## src/rtl/ptc_deadtime_pkg.sv

```systemverilog
// Shared types and constants for the complementary dead-time generator.
// The state encoding is also what state_o reports for debug readback.
package ptc_deadtime_pkg;

  localparam int DTW_DEF = 8;
  localparam int SCW_DEF = 8;

  typedef enum logic [2:0] {
    S_DIS   = 3'd0,
    S_LO    = 3'd1,
    S_DT_LH = 3'd2,
    S_HI    = 3'd3,
    S_DT_HL = 3'd4,
    S_FAULT = 3'd5
  } ptc_dt_state_t;

  // {high-side, low-side} with both drivers off
  localparam logic [1:0] OUT_OFF = 2'b00;

  function automatic logic [1:0] out_decode(input ptc_dt_state_t st);
    logic [1:0] hl;
    case (st)
      S_LO:    hl = 2'b01;
      S_HI:    hl = 2'b10;
      default: hl = OUT_OFF;
    endcase
    return hl;
  endfunction

endpackage

```

## src/rtl/ptc_deadtime_gen_if.sv

```systemverilog
// Control/status bundle between the timer stage and the dead-time generator.
// master drives the PWM and configuration; slave is the generator itself.
interface ptc_deadtime_gen_if
  import ptc_deadtime_pkg::*;
#(
  parameter int DTW = DTW_DEF,
  parameter int SCW = SCW_DEF
);
  logic           pwm_in;
  logic           enable;
  logic [DTW-1:0] dt_rise;
  logic [DTW-1:0] dt_fall;
  logic           out_inv;
  logic           fault_in;
  logic           fault_clr;
  logic           pwm_h;
  logic           pwm_l;
  logic           fault_flag;
  logic [SCW-1:0] swallow_cnt;
  logic [2:0]     state_o;

  modport master (
    output pwm_in, enable, dt_rise, dt_fall, out_inv, fault_in, fault_clr,
    input  pwm_h, pwm_l, fault_flag, swallow_cnt, state_o
  );

  modport slave (
    input  pwm_in, enable, dt_rise, dt_fall, out_inv, fault_in, fault_clr,
    output pwm_h, pwm_l, fault_flag, swallow_cnt, state_o
  );
endinterface

```

## src/rtl/ptc_dt_counter.sv

```systemverilog
// Loadable down-counter timing one dead-time interval.
// expire goes high during the last cycle of an interval of ld_val cycles.
module ptc_dt_counter
  import ptc_deadtime_pkg::*;
#(
  parameter int DTW = DTW_DEF
) (
  input  logic           clk,
  input  logic           rst,
  input  logic           load,
  input  logic           run,
  input  logic [DTW-1:0] ld_val,
  output logic           expire
);

  localparam logic [DTW-1:0] ZERO = {DTW{1'b0}};
  localparam logic [DTW-1:0] ONE  = DTW'(1);

  logic [DTW-1:0] cnt_r;
  logic           expire_r;

  // count register; loading ld_val-1 lets expire be registered yet on time
  always_ff @(posedge clk) begin
    if (rst) begin
      cnt_r    <= ZERO;
      expire_r <= 1'b0;
    end else if (load) begin
      cnt_r    <= (ld_val == ZERO) ? ZERO : ld_val - ONE;
      expire_r <= (ld_val <= ONE);
    end else if (run) begin
      if (cnt_r != ZERO) begin
        cnt_r    <= cnt_r - ONE;
        expire_r <= (cnt_r == ONE);
      end else begin
        expire_r <= 1'b1;
      end
    end else begin
      expire_r <= 1'b0;
    end
  end

  assign expire = expire_r;

endmodule

```

## src/rtl/ptc_deadtime_gen.sv

```systemverilog
// Complementary high/low-side PWM generator with dead-time insertion,
// sticky synchronous fault shutdown and a saturating swallowed-pulse counter.
module ptc_deadtime_gen
  import ptc_deadtime_pkg::*;
#(
  parameter int DTW = DTW_DEF,
  parameter int SCW = SCW_DEF
) (
  input logic              clk,
  input logic              rst,
  ptc_deadtime_gen_if.slave bus
);

  localparam logic [DTW-1:0] DT_ZERO = {DTW{1'b0}};
  localparam logic [SCW-1:0] SC_MAX  = {SCW{1'b1}};

  ptc_dt_state_t  state_r;
  ptc_dt_state_t  state_nxt_s;
  logic           pwm_q_r;
  logic [1:0]     hl_r;
  logic           fault_flag_r;
  logic [SCW-1:0] swallow_r;
  logic           swallow_inc_s;
  logic           load_s;
  logic           run_s;
  logic [DTW-1:0] ld_val_s;
  logic           expire_s;

  // next-state decode; fault outranks disable, revert outranks expiry
  always_comb begin
    state_nxt_s   = state_r;
    swallow_inc_s = 1'b0;
    if (bus.fault_in) begin
      state_nxt_s = S_FAULT;
    end else if (state_r == S_FAULT) begin
      state_nxt_s = bus.fault_clr ? S_DIS : S_FAULT;
    end else if (!bus.enable) begin
      state_nxt_s = S_DIS;
    end else begin
      case (state_r)
        S_DIS:   state_nxt_s = pwm_q_r ? ((bus.dt_rise == DT_ZERO) ? S_HI : S_DT_LH) : S_LO;
        S_LO:    state_nxt_s = pwm_q_r ? ((bus.dt_rise == DT_ZERO) ? S_HI : S_DT_LH) : S_LO;
        S_HI:    state_nxt_s = pwm_q_r ? S_HI : ((bus.dt_fall == DT_ZERO) ? S_LO : S_DT_HL);
        S_DT_LH: begin
          if (!pwm_q_r) begin
            state_nxt_s   = S_LO;
            swallow_inc_s = 1'b1;
          end else begin
            state_nxt_s = expire_s ? S_HI : S_DT_LH;
          end
        end
        S_DT_HL: begin
          if (pwm_q_r) begin
            state_nxt_s   = S_HI;
            swallow_inc_s = 1'b1;
          end else begin
            state_nxt_s = expire_s ? S_LO : S_DT_HL;
          end
        end
        default: state_nxt_s = S_DIS;
      endcase
    end
  end

  // the interval length is captured only on entry to a dead-time state
  always_comb begin
    load_s   = ((state_nxt_s == S_DT_LH) && (state_r != S_DT_LH)) ||
               ((state_nxt_s == S_DT_HL) && (state_r != S_DT_HL));
    ld_val_s = (state_nxt_s == S_DT_LH) ? bus.dt_rise : bus.dt_fall;
    run_s    = (state_r == S_DT_LH) || (state_r == S_DT_HL);
  end

  ptc_dt_counter #(.DTW(DTW)) u_dt_counter (
    .clk    (clk),
    .rst    (rst),
    .load   (load_s),
    .run    (run_s),
    .ld_val (ld_val_s),
    .expire (expire_s)
  );

  // state, staged input, registered drives, fault latch and swallow counter
  always_ff @(posedge clk) begin
    if (rst) begin
      state_r      <= S_DIS;
      pwm_q_r      <= 1'b0;
      hl_r         <= OUT_OFF;
      fault_flag_r <= 1'b0;
      swallow_r    <= {SCW{1'b0}};
    end else begin
      state_r <= state_nxt_s;
      pwm_q_r <= bus.pwm_in;
      hl_r    <= out_decode(state_nxt_s);
      if (bus.fault_in) begin
        fault_flag_r <= 1'b1;
      end else if ((state_r == S_FAULT) && bus.fault_clr) begin
        fault_flag_r <= 1'b0;
      end else begin
        fault_flag_r <= fault_flag_r;
      end
      if (swallow_inc_s && (swallow_r != SC_MAX)) begin
        swallow_r <= swallow_r + SCW'(1);
      end else begin
        swallow_r <= swallow_r;
      end
    end
  end

  assign bus.pwm_h       = hl_r[1] ^ bus.out_inv;
  assign bus.pwm_l       = hl_r[0] ^ bus.out_inv;
  assign bus.fault_flag  = fault_flag_r;
  assign bus.swallow_cnt = swallow_r;
  assign bus.state_o     = state_r;

endmodule
```

## src/flat_wrapper.sv

```systemverilog
// flat-port wrapper written by rule: the top's interface ports become plain ports
module ptc_deadtime_gen_flat import ptc_deadtime_pkg::*;
#(
  parameter int DTW = DTW_DEF,
  parameter int SCW = SCW_DEF
)
  (clk, rst, bus_pwm_in, bus_enable, bus_dt_rise, bus_dt_fall, bus_out_inv, bus_fault_in, bus_fault_clr, bus_pwm_h, bus_pwm_l, bus_fault_flag, bus_swallow_cnt, bus_state_o);
  ptc_deadtime_gen_if #(.DTW(DTW), .SCW(SCW)) bus_i ();
  input logic clk;
  input logic rst;
  input wire logic [$bits(bus_i.pwm_in)-1:0] bus_pwm_in;
  input wire logic [$bits(bus_i.enable)-1:0] bus_enable;
  input wire logic [$bits(bus_i.dt_rise)-1:0] bus_dt_rise;
  input wire logic [$bits(bus_i.dt_fall)-1:0] bus_dt_fall;
  input wire logic [$bits(bus_i.out_inv)-1:0] bus_out_inv;
  input wire logic [$bits(bus_i.fault_in)-1:0] bus_fault_in;
  input wire logic [$bits(bus_i.fault_clr)-1:0] bus_fault_clr;
  output wire logic [$bits(bus_i.pwm_h)-1:0] bus_pwm_h;
  output wire logic [$bits(bus_i.pwm_l)-1:0] bus_pwm_l;
  output wire logic [$bits(bus_i.fault_flag)-1:0] bus_fault_flag;
  output wire logic [$bits(bus_i.swallow_cnt)-1:0] bus_swallow_cnt;
  output wire logic [$bits(bus_i.state_o)-1:0] bus_state_o;
  assign bus_i.pwm_in = bus_pwm_in;
  assign bus_i.enable = bus_enable;
  assign bus_i.dt_rise = bus_dt_rise;
  assign bus_i.dt_fall = bus_dt_fall;
  assign bus_i.out_inv = bus_out_inv;
  assign bus_i.fault_in = bus_fault_in;
  assign bus_i.fault_clr = bus_fault_clr;
  assign bus_pwm_h = bus_i.pwm_h;
  assign bus_pwm_l = bus_i.pwm_l;
  assign bus_fault_flag = bus_i.fault_flag;
  assign bus_swallow_cnt = bus_i.swallow_cnt;
  assign bus_state_o = bus_i.state_o;
  ptc_deadtime_gen #(.DTW(DTW), .SCW(SCW)) u_core (.clk(clk), .rst(rst), .bus(bus_i));
endmodule
```

## config.mk

```make
export PLATFORM = sky130hd
export DESIGN_NAME = ptc_deadtime_gen_flat
export DESIGN_NICKNAME = d
export VERILOG_FILES = /design/src/rtl/ptc_deadtime_pkg.sv /design/src/rtl/ptc_deadtime_gen_if.sv /design/src/rtl/ptc_dt_counter.sv /design/src/rtl/ptc_deadtime_gen.sv /design/src/flat_wrapper.sv
export SDC_FILE = /design/constraint.sdc
export NUM_CORES = 1
export LEC_CHECK = 0
export ABC_AREA = 1
export ABC_CLOCK_PERIOD_IN_PS = 5900
export CAP_MARGIN = 40
export CORE_UTILIZATION = 55
export DETAILED_ROUTE_END_ITERATION = 16
export HOLD_SLACK_MARGIN = 0.06
export PLACE_DENSITY = 0.82
export SETUP_SLACK_MARGIN = 0.02
export SYNTH_ARGS = -nofsm -noshare
export SYNTH_HDL_FRONTEND = slang
export SYNTH_SLANG_ARGS = --single-unit
```

## constraint.sdc

```tcl
create_clock -name clk -period 5.9 [get_ports clk]
set_input_delay 1.77 -clock clk [delete_from_list [all_inputs] [get_ports clk]]
set_output_delay 1.77 -clock clk [all_outputs]
set_load 0.03 [all_outputs]
```

# Yosys cells after proc, flatten, opt, wreduce, memory -nomap -nowiden
# Index checks and enable logic that the tools add are counted.
[word_totals] ff_bits=24 out_inout_bits=14
[op_classes] bitwise=2 n_mux=30 n_reduce_logical=16 n_addsub=3 order_cmp=1 eq_ne=13
[ops] cell="$mux 8" n=5
[ops] cell="$mux 3" n=10
[ops] cell="$logic_not 8->1" n=3
[ops] cell="$sub 8x1->8 const B" n=2
[ops] cell="$eq 3x2->1 const B" n=4
[ops] cell="$mux 1" n=12
[ops] cell="$pmux 3 s4" n=1
[ops] cell="$eq 3x3->1 const B" n=3
[ops] cell="$add 8x1->8 const B" n=1
[ops] cell="$eq 8x1->1 const B" n=1
[ops] cell="$le 8x1->1 const B" n=1
[ops] cell="$ne 8x8->1 const B" n=1
[ops] cell="$reduce_bool 8->1" n=1
[ops] cell="$eq 3x1->1 const B" n=2
[ops] cell="$reduce_bool 2->1" n=3
[ops] cell="$logic_and 1x1->1" n=4
[ops] cell="$pmux 2 s2" n=1
[ops] cell="$logic_not 3->1" n=1
[ops] cell="$ne 3x2->1 const B" n=1
[ops] cell="$ne 3x3->1 const B" n=1
[ops] cell="$logic_or 1x1->1" n=2
[ops] cell="$pmux 1 s2" n=1
[ops] cell="$reduce_and 2->1" n=1
[ops] cell="$reduce_or 2->1" n=1
[ops] cell="$xor 1x1->1" n=2

# Depth between registers and ports, before layout
[logic_depth] ltp_word=12 ltp_mapped=18 ltp_nobuf=18

# Hierarchy
# From an unflattened synthesis, not the netlist that was laid out.
[unflattened] hier_cells=314 area_unflattened_um2=1956.9
[modules_own_cells] module="ptc_deadtime_gen" area_per_inst_um2=1004.7 n_inst=1 cells_each=159
[modules_own_cells] module="ptc_dt_counter" area_per_inst_um2=952.2 n_inst=1 cells_each=155

# Least setup slack after synthesis
# OpenSTA, ideal clock, no wires.
[synth_timing] kind="input port to output port" from="input port bus_out_inv" to="output port bus_pwm_h" arrival_ns=2.258 cell_stages=1 path_buffers=0 required_time_ns=4.130 setup_slack_ns=1.872 cell_sequence="xor2_1"
[synth_between] elab_chain_len=1
[synth_lines] element="start: declaration" line_no="flat_wrapper.sv:15" text="input wire logic [$bits(bus_i.out_inv)-1:0] bus_out_inv;"
[synth_lines] element="$xor 1x1->1" line_no="ptc_deadtime_gen.sv:109" text="assign bus.pwm_h = hl_r[1] ^ bus.out_inv;"
[synth_lines] element="end: declaration" line_no="flat_wrapper.sv:18" text="output wire logic [$bits(bus_i.pwm_h)-1:0] bus_pwm_h;"
# Every way passes these cells.

# Worst setup path in the final report
[layout_timing] from="input port bus_out_inv" to="output port bus_pwm_l"
[layout_between] elab_chain_len=1
[layout_lines] element="$xor 1x1->1" line_no="ptc_deadtime_gen.sv:110" text="assign bus.pwm_l = hl_r[0] ^ bus.out_inv;"
[layout_lines] element="end: declaration" line_no="flat_wrapper.sv:19" text="output wire logic [$bits(bus_i.pwm_l)-1:0] bus_pwm_l;"
# Every way passes these cells.

==> results.py <==
metrics = {
    "critical_path": {
        "path_buf_inv": 2,
        "cp_common_cell": "clkdlybuf4s50_1",
        "crit_fanout": 2,
        "arrival_ns": 3.12,
        "required_ns": 4.13,
        "path_class": "in2out",
        "cp_slowest_cell": "clkdlybuf4s50_1",
        "critPathMaxStageDelay_ns": 0.69,
        "path_cells": "clkdlybuf4s50_1 > xor2_1 > clkdlybuf4s50_1",
        "cp-start-kind": "input pin",
        "path_delay_family": "buffers and inverters",
        "crit_path_end_kind": "output port",
    },
    "sta": {
        "worstMarginPinSlew_ns": 0.461,
        "period_share": 0.828,
        "finalSetupTns_ns": 0,
        "setup_violations": 0,
        "rsz0062_at_grt": "false",
        "clock-skew-final_ns": 0.00784,
        "relSlewSlack": 0.691,
        "hold_viol": 0,
        "setup_ws_ns": 1.01,
        "clock.fmax_mhz": 205,
        "period_needed_ns": 4.89,
        "drv_slew": 0,
    },
    "synth": {
        "synth_nets": 303,
        "synthCells": 274,
        "ys_ff_latch": 24,
        "syn_avg_cell_area_sq_um": 6.33,
        "yosysWarnings": 0,
        "synth_cell_types": 31,
        "syn_area_sq_um": 1730,
        "ys_seq_area_frac": 0.277,
    },
    "clocking": {
        "post_cts_buffers": 0,
        "cts_resized": 0,
        "clockRootBuffer": "clkbuf_4",
        "cts_buffers": 3,
        "hold_buffers": 0,
        "cts_buffer_depth": 2,
        "clock_latency_ns": 0.31,
        "cts.clk_slew.worst_paths_ns": 0.13,
        "cts_tree": "yes",
        "cts_max_level": 1,
        "clock_sinks": 24,
    },
    "detailed_routing": {
        "ant_nets": 0,
        "drc": 0,
        "first_pass_iters": 4,
        "route.met3.wl_um": 146,
        "drt_iter0_markers": 106,
        "finalWirelength_um": 3860,
        "drt-met1-wl_um": 1830,
        "vias": 1790,
        "wire_per_inst_um": 10.9,
        "highest_layer": "met4",
        "vias_per_cell": 5.06,
        "wl_met2_um": 1860,
    },
    "floorplanning": {
        "pin_count": 37,
        "dieArea_sq_um": 3380,
        "core_sq_um": 3030,
        "die_h_um": 58.2,
        "fp-row-count": 20,
        "dieWidth_um": 58.2,
        "initial_core_util": 0.573,
    },
    "layout": {
        "fin_nets": 340,
        "drive_above_1_share": 0.0645,
        "syn_to_final_growth_pct": 25.6,
        "final_cell_mix": "nand2_1 (60), inv_1 (46), clkdlybuf4s50_1 (36)",
        "final_common_cell": "nand2_1",
        "antenna_cells": 0,
        "fin_util": 0.719,
    },
    "run_status": {
        "status": "finished, final reports clean",
    },
    "place": {
        "numPortBuffers": 36,
        "place_hpwl_um": 3040,
        "dp_slack_ns": 1.01,
        "gp_congestion": 0.789,
    },
    "flow_run": {
        "drv_cap": 0,
    },
    "global_routing": {
        "grt_first_pass_wirelength_um": 6450,
        "gr-total-overflow": 0,
        "grt_max_degree": 15,
        "antenna_found_initial": 0,
        "track_usage": 0.242,
        "grt_pass1_vias": 1602,
    },
    "power_and_ir_drop": {
        "vdd_drop_max_uv": 137,
        "power_per_cell_area_nw_per_um2": 201,
        "p_leak_nw": 0.998,
    },
    "min_path": {
        "holdCritPathClass": "reg2reg",
    },
}
path summary, 6_finish.rpt:
check | cells after the start | startpoint | slack (ns) | end
min reg2reg | 2 | u_core.bus.swallow_cnt[1]$_SDFFE_PP0P_ | 0.51 | u_core.bus.swallow_cnt[1]$_SDFFE_PP0P_
max reg2reg | 16 | u_core.bus.state_o[1]$_SDFF_PP0_ | 3.52 | u_core.u_dt_counter.cnt_r[4]$_SDFFE_PP0P_
max | 3 | bus_out_inv | 1.01 | bus_pwm_l
min | 2 | u_core.bus.swallow_cnt[1]$_SDFFE_PP0P_ | 0.51 | u_core.bus.swallow_cnt[1]$_SDFFE_PP0P_
synth_stat cells, drive strengths merged:
master	n	area, sq um
nor3	12	71.3
nand3b	7	52.6
o2111ai	1	8.76
a21oi	18	101
dfxtp	24	480
ha	6	75.1
o211a	1	10.0
nor2	26	97.6
o31ai	1	7.51
xor2	6	52.6
nor3b	1	7.51
nor4	1	6.26
buf	2	16.3
o21a	2	15.0
o21ai	26	130
nand3	15	80.1
o311ai	1	26.3
a31oi	1	6.26
clkbuf	2	7.51
o22ai	1	6.26
nand4	2	12.5
or2	2	12.5
nand2	66	263
inv	50	188
cells by family after synthesis:
group | after synthesis | share of synthesized area
AND/OR/NAND/NOR | 132 | 0.348
buffers and inverters | 54 | 0.122
AO/OA/AOI/OAI | 52 | 0.180
flip-flops | 24 | 0.277
XOR/XNOR | 6 | 0.0303
adder cells (fa/ha/maj) | 6 | 0.0433
stage by stage:
| step | instances | hold WS (ns) | instance area [sq um] | total power, mW |
|---|---|---|---|---|
| floorplan | 274 | 0.507 | 1730 | 0.281 |
| global placement | 350 | 0.487 | 2130 | 0.318 |
| detailed placement | 350 | 0.492 | 2130 | 0.321 |
| CTS | 354 | 0.512 | 2180 | 0.442 |
| global route | 354 | 0.545 | 2180 | 0.468 |
| finish | 354 | 0.506 | 2180 | 0.437 |
registers in the layout, indices dropped and copies added (netlist names):
signal	count
u_core.bus.swallow_cnt	8
u_core.u_dt_counter.cnt_r	8
u_core.bus.state_o	3
u_core.hl_r	2
u_core.bus.fault_flag	1
u_core.pwm_q_r	1
u_core.u_dt_counter.expire	1
tightest hold or removal path: stages (launching register included):
cell	delay, ns
dfxtp_1	0.35
inv_1	0.07
a21oi_1	0.06
report_power, final:
group | total [mW] | internal, mW | switching (mW)
clock | 0.118 | 0.0687 | 0.0494
combinational | 0.133 | 0.0556 | 0.0771
sequential | 0.186 | 0.174 | 0.0121
total | 0.437 | 0.298 | 0.139
layout make-up:
cell class                      count  area, sq um
Multi-Input combinational cell    196         1040
Fill cell                         286          850
Sequential cell                    24          480
Timing Repair Buffer               36          360
Inverter                           50          188
Tap cell                           44         55.1
Clock inverter                      1         30.0
Clock buffer                        3         22.5
per-layer routing:
metal / up-vias / track usage
li1: 955 / -
met1: 801 / 0.297
met2: 32 / 0.422
met3: 2 / 0.0513
met4: 0 / 0.0748
met5: - / 0
Note: power is estimated with default switching activity, not from simulation.
